===== src/rtl/tdm_select_sequencer.sv =====
// tdm_select_sequencer
// Time-division scan controller for a 4:1 MUX / 1:4 DEMUX pair. Walks the
// enabled channels in ascending order, holds each for dwell+1 cycles, samples
// the MUX output on the last cycle of every window and tags it with its channel.

module tdm_select_sequencer #(
   parameter int DW  = 4,
   parameter int FCW = 8
) (
   input  logic           clk,
   input  logic           rst_n,
   input  logic           start,
   input  logic           stop,
   input  logic [3:0]     chan_mask,
   input  logic [DW-1:0]  dwell,
   input  logic           mux_out,
   output logic           s1,
   output logic           s0,
   output logic           busy,
   output logic           frame_start,
   output logic           sample,
   output logic [1:0]     sample_ch,
   output logic           sample_valid,
   output logic [FCW-1:0] frame_cnt
);

   // STOPPING is SCAN with a stop request pending; it ends the frame and idles
   typedef enum logic [1:0] {IDLE, SCAN, STOPPING} state_t;

   state_t         state_q, state_d;
   logic [1:0]     sel_q, sel_d;
   logic [DW-1:0]  dcnt_q, dcnt_d;
   logic [DW-1:0]  dwell_q, dwell_d;
   logic [3:0]     mask_q, mask_d;
   logic           frame_start_q, frame_start_d;
   logic           sample_q, sample_d;
   logic [1:0]     sample_ch_q, sample_ch_d;
   logic           sample_valid_q, sample_valid_d;
   logic [FCW-1:0] frame_cnt_q, frame_cnt_d;

   logic [1:0]     low_live;
   logic [1:0]     next_sel;
   logic           has_next;

   assign s1           = sel_q[1];
   assign s0           = sel_q[0];
   assign busy         = (state_q != IDLE);
   assign frame_start  = frame_start_q;
   assign sample       = sample_q;
   assign sample_ch    = sample_ch_q;
   assign sample_valid = sample_valid_q;
   assign frame_cnt    = frame_cnt_q;

   // Lowest enabled channel of the live mask, used when a frame (re)starts
   always_comb begin
      low_live = 2'd0;
      for (int i = 3; i >= 0; i--) begin
         if (chan_mask[i]) low_live = i[1:0];
      end
   end

   // Next higher enabled channel of the latched mask; has_next=0 means wrap
   always_comb begin
      has_next = 1'b0;
      next_sel = sel_q;
      for (int i = 3; i >= 0; i--) begin
         if ((i > int'(sel_q)) && mask_q[i]) begin
            has_next = 1'b1;
            next_sel = i[1:0];
         end
      end
   end

   // Next-state and registered-output logic for the scan sequencer
   always_comb begin
      state_d        = state_q;
      sel_d          = sel_q;
      dcnt_d         = dcnt_q;
      dwell_d        = dwell_q;
      mask_d         = mask_q;
      frame_start_d  = 1'b0;
      sample_d       = sample_q;
      sample_ch_d    = sample_ch_q;
      sample_valid_d = 1'b0;
      frame_cnt_d    = frame_cnt_q;

      case (state_q)
         IDLE: begin
            if (start && (chan_mask != 4'b0000)) begin
               state_d       = SCAN;
               mask_d        = chan_mask;
               dwell_d       = dwell;
               sel_d         = low_live;
               dcnt_d        = '0;
               frame_start_d = 1'b1;
            end
         end
         SCAN, STOPPING: begin
            if ((state_q == SCAN) && stop) state_d = STOPPING;
            if (dcnt_q == dwell_q) begin
               sample_d       = mux_out;
               sample_ch_d    = sel_q;
               sample_valid_d = 1'b1;
               dcnt_d         = '0;
               if (has_next) begin
                  sel_d = next_sel;
               end else begin
                  frame_cnt_d = frame_cnt_q + 1'b1;
                  // A stop arriving on the wrap cycle itself also ends the scan
                  if ((state_q == STOPPING) || stop || (chan_mask == 4'b0000)) begin
                     state_d = IDLE;
                     sel_d   = 2'd0;
                  end else begin
                     mask_d        = chan_mask;
                     dwell_d       = dwell;
                     sel_d         = low_live;
                     frame_start_d = 1'b1;
                  end
               end
            end else begin
               dcnt_d = dcnt_q + 1'b1;
            end
         end
         default: begin
            state_d = IDLE;
            sel_d   = 2'd0;
         end
      endcase
   end

   // State and output registers; reset aborts any scan without a sample
   always_ff @(posedge clk or negedge rst_n) begin
      if (!rst_n) begin
         state_q        <= IDLE;
         sel_q          <= 2'd0;
         dcnt_q         <= '0;
         dwell_q        <= '0;
         mask_q         <= 4'b0000;
         frame_start_q  <= 1'b0;
         sample_q       <= 1'b0;
         sample_ch_q    <= 2'd0;
         sample_valid_q <= 1'b0;
         frame_cnt_q    <= '0;
      end else begin
         state_q        <= state_d;
         sel_q          <= sel_d;
         dcnt_q         <= dcnt_d;
         dwell_q        <= dwell_d;
         mask_q         <= mask_d;
         frame_start_q  <= frame_start_d;
         sample_q       <= sample_d;
         sample_ch_q    <= sample_ch_d;
         sample_valid_q <= sample_valid_d;
         frame_cnt_q    <= frame_cnt_d;
      end
   end

endmodule


===== config.mk =====
export PLATFORM = sky130hd
export DESIGN_NAME = tdm_select_sequencer
export DESIGN_NICKNAME = d
export VERILOG_FILES = /design/src/rtl/tdm_select_sequencer.sv
export SDC_FILE = /design/constraint.sdc
export NUM_CORES = 1
export LEC_CHECK = 0
export BUFFER_PORTS_ARGS = -buffer_cell sky130_fd_sc_hd__buf_2
export CAP_MARGIN = 20
export CORE_MARGIN = 2
export CORE_UTILIZATION = 45
export CTS_CLUSTER_DIAMETER = 120
export DETAILED_ROUTE_END_ITERATION = 10
export PLACE_DENSITY = 0.68
export SLEW_MARGIN = 30
export SYNTH_ARGS = -nofsm -noshare
export SYNTH_HDL_FRONTEND = slang
export SYNTH_SLANG_ARGS = --single-unit

===== constraint.sdc =====
create_clock -name clk -period 4.6 [get_ports clk]
set_input_delay 0.46 -clock clk [delete_from_list [all_inputs] [get_ports clk]]
set_output_delay 0.46 -clock clk [all_outputs]
set_load 0.005 [all_outputs]

==> impl_metrics.sql <==
INSERT INTO impl_metrics (metric_group, metric, value, unit) VALUES
('synthesis', 'syn_area_per_cell', '10.7', 'µm²'),
('synthesis', 'yosysWarnings', '0', ''),
('synthesis', 'netlist_instances', '135', ''),
('status', 'run_status', 'completed', ''),
('clock_tree', 'cts_setup_buffers', '0', ''),
('clock_tree', 'worst_setup_hold_path_clk_slew', '140', 'ps'),
('synthesis', 'synthesized_area_fraction_occupied_by_ao_oa_aoi_and_oai_cells', '0.150', ''),
('detailed_routing', 'wirelength', '2.77', 'mm'),
('synthesis', 'netlist-cell-type-count', '33', ''),
('detailed_routing', 'drt_pass1_iterations', '4', ''),
('power', 'p_total', '0.946', 'mW'),
('clock_tree', 'clock_latency', '340', 'ps'),
('synthesis', 'ys.flop_type', 'dfrtp_1', ''),
('floorplan', 'core_region_area', '3050', 'µm²'),
('grt', 'total_congestion_overflow', '0', ''),
('grt', 'global_route.usage.total', '0.175', ''),
('floorplan', 'die-width', '60.7', 'µm'),
('clock_tree', 'clk_path_buf_depth', '2', ''),
('grt', 'busiest_layer', 'met2', ''),
('power', 'vdd_drop_max', '0.314', 'mV'),
('timing', 'timing.max_slew.rel_slack', '0.483', ''),
('synthesis', 'synth.mux.area_fraction', '0.0771', ''),
('clock_tree', 'htreeDepth', '1', ''),
('detailed_routing', 'antenna_left', '0', ''),
('power', 'pwr_dens', '574', 'nW/µm²'),
('grt', 'grt_antenna_before_repair', '0', ''),
('floorplan', 'fp-row-count', '20', ''),
('timing', 'max_clock_freq', '398', 'MHz'),
('synthesis', 'ys_async_sr_fraction', '1.00', ''),
('grt', 'maximum_number_of_pins_on_one_net_before_global_route_repair', '29', ''),
('place', 'gpl.final_weighted_congestion', '0.833', ''),
('synthesis', 'mappedNetlistArea', '1450', 'µm²'),
('worst_setup_path', 'critical_path_required', '4840', 'ps'),
('timing', 'rsz0062_at_grt', 'false', ''),
('place', 'place_hpwl', '2.20', 'mm'),
('detailed_routing', 'dr_total_vias', '1125', ''),
('job', 'reported_max_cap_violation_count', '0', ''),
('synthesis', 'yosysTopAreaCell', 'dfrtp_1', ''),
('synthesis', 'synth_seq_area_share', '0.485', ''),
('detailed_routing', 'detail_route.iter0.violations', '54', ''),
('worst_setup_path', 'r2r_setup_slack', '2090', 'ps'),
('synthesis', 'synth_fp_nets', '154', ''),
('synthesis', 'ys_seq_elements', '28', ''),
('cells_and_area', 'layout-area-overhead-vs-synth', '14.0', '%'),
('cells_and_area', 'final_stage_net_count', '185', ''),
('synthesis', 'synthSimpleGateAreaFrac', '0.133', ''),
('worst_hold_path', 'min-delay-path-class', 'input port to async pin', ''),
('clock_tree', 'tritoncts', 'done', ''),
('timing', 'final_critical_path_setup_slack', '2090', 'ps'),
('clock_tree', 'cts-root-buf', 'clkbuf_4', ''),
('grt', 'grt_pass1_vias', '1074', ''),
('grt', 'gr-usage-met3', '0.0299', ''),
('grt', 'wire_length_of_the_first_global_routing_pass', '4.64', 'mm'),
('worst_setup_path', 'setup.worst_path.start_class', 'flop', ''),
('floorplan', 'dieHeight', '60.7', 'µm'),
('place', 'io_buffer_count', '28', ''),
('synthesis', 'yosys-top-cells-count', 'dfrtp_1, nand2_1, inv_1, mux2_2', ''),
('power', 'power.leakage', '0.808', 'nW'),
('clock_tree', 'ctsHoldBuffers', '0', ''),
('cells_and_area', 'filler_cell_count', '285', ''),
('floorplan', 'design.die.area', '3680', 'µm²'),
('synthesis', 'synth_top_family_by_area', 'compound AO/OA/AOI/OAI gates', ''),
('timing', 'period_minus_slack', '2510', 'ps'),
('worst_setup_path', 'end_kind', 'flop', ''),
('grt', 'groute.layer.met2.usage', '0.309', ''),
('synthesis', 'yosys.area_share.adder', '0.0519', ''),
('floorplan', 'top_level_ports', '29', ''),
('timing', 'slew_viol_final', '0', ''),
('grt', 'met1_usage', '0.200', ''),
('timing', 'final-hold-violation-count', '0', ''),
('cells_and_area', 'layout-drive-gt1-share', '0.293', '');
==> routing by layer <==
layer / wire length [µm] / vias up
li1: - / 543
met1: 1180 / 548
met2: 1430 / 29
met3: 106 / 5
met4: 59 / 0
met5: 0 / -
==> registers in the layout, indices dropped and copies added (netlist names) <==
name / cells
frame_cnt: 8
dcnt_q: 4
dwell_q: 4
mask_q: 3
sample_ch: 2
sel_q: 2
state_q: 2
frame_start: 1
sample: 1
sample_valid: 1
==> cell families (layout without fill, tap and decap cells) <==
family | count (synthesis) | in the layout
AOI/OAI and AO/OA | 31 | 31
xor gates and xnor gates | 11 | 11
adders and majority gates | 6 | 6
buffers and inverters | 12 | 41
DFF | 28 | 28
muxes | 10 | 10
and+or+nand+nor | 37 | 37
==> layout make-up <==
cell class	instances	area [µm²]	share of cell area
flip-flops and latches	28	701	0.425
repair buffers	28	140	0.0850
inverters	10	37.5	0.0228
well taps	44	55.1	0.0334
clock buffers	3	22.5	0.0137
multi-input cells	95	692	0.420
==> power breakdown <==
part / total [mW] / leakage (nW) / switching (mW) / internal (mW)
logic: 0.444 / 0.432 / 0.238 / 0.206
registers: 0.399 / 0.362 / 0.0689 / 0.331
clock network: 0.102 / 0.0138 / 0.0710 / 0.0309
total: 0.946 / 0.808 / 0.378 / 0.568
==> worst max-delay path, cell delays in order (launching register included) <==
cell     delay, ps
dfrtp_1        450
xor2_1         170
or4_4          550
or4_4          600
o22ai_4        270
mux2_2         380
==> cells in the final DEF, fill, tap and decap left out, types with 3 or more instances in the layout <==
master     n
xor2_1     7
clkbuf_4   3
nand4_1    3
inv_1     10
nor2_1     4
nor2b_1    3
ha_1       6
mux2_2     9
nor3_1     4
xnor2_1    4
a21oi_1    8
nand2_1   13
o21ai_0    8
nand3_1    3
buf_2     28
dfrtp_1   28
==> through the flow <==
stage | util | cells | area (µm²)
6_report | 0.540 | 208 | 1650
5_1_grt | 0.540 | 208 | 1650
4_1_cts | 0.540 | 208 | 1650
3_5_place_dp | 0.532 | 205 | 1630
3_3_place_gp | 0.532 | 205 | 1630
2_1_floorplan | - | 135 | 1450
==> path summary, 6_finish.rpt <==
kind                         startpoint            to
max in group asynchronous         rst_n     dcnt_q[2]
min reg2reg                frame_cnt[7]  frame_cnt[7]
min                               rst_n  frame_cnt[1]
max reg2reg                   dcnt_q[1]    dwell_q[0]
min in group clk               dwell[3]    dwell_q[3]
max                           dcnt_q[1]    dwell_q[0]
(Power assumes the default switching activity.)
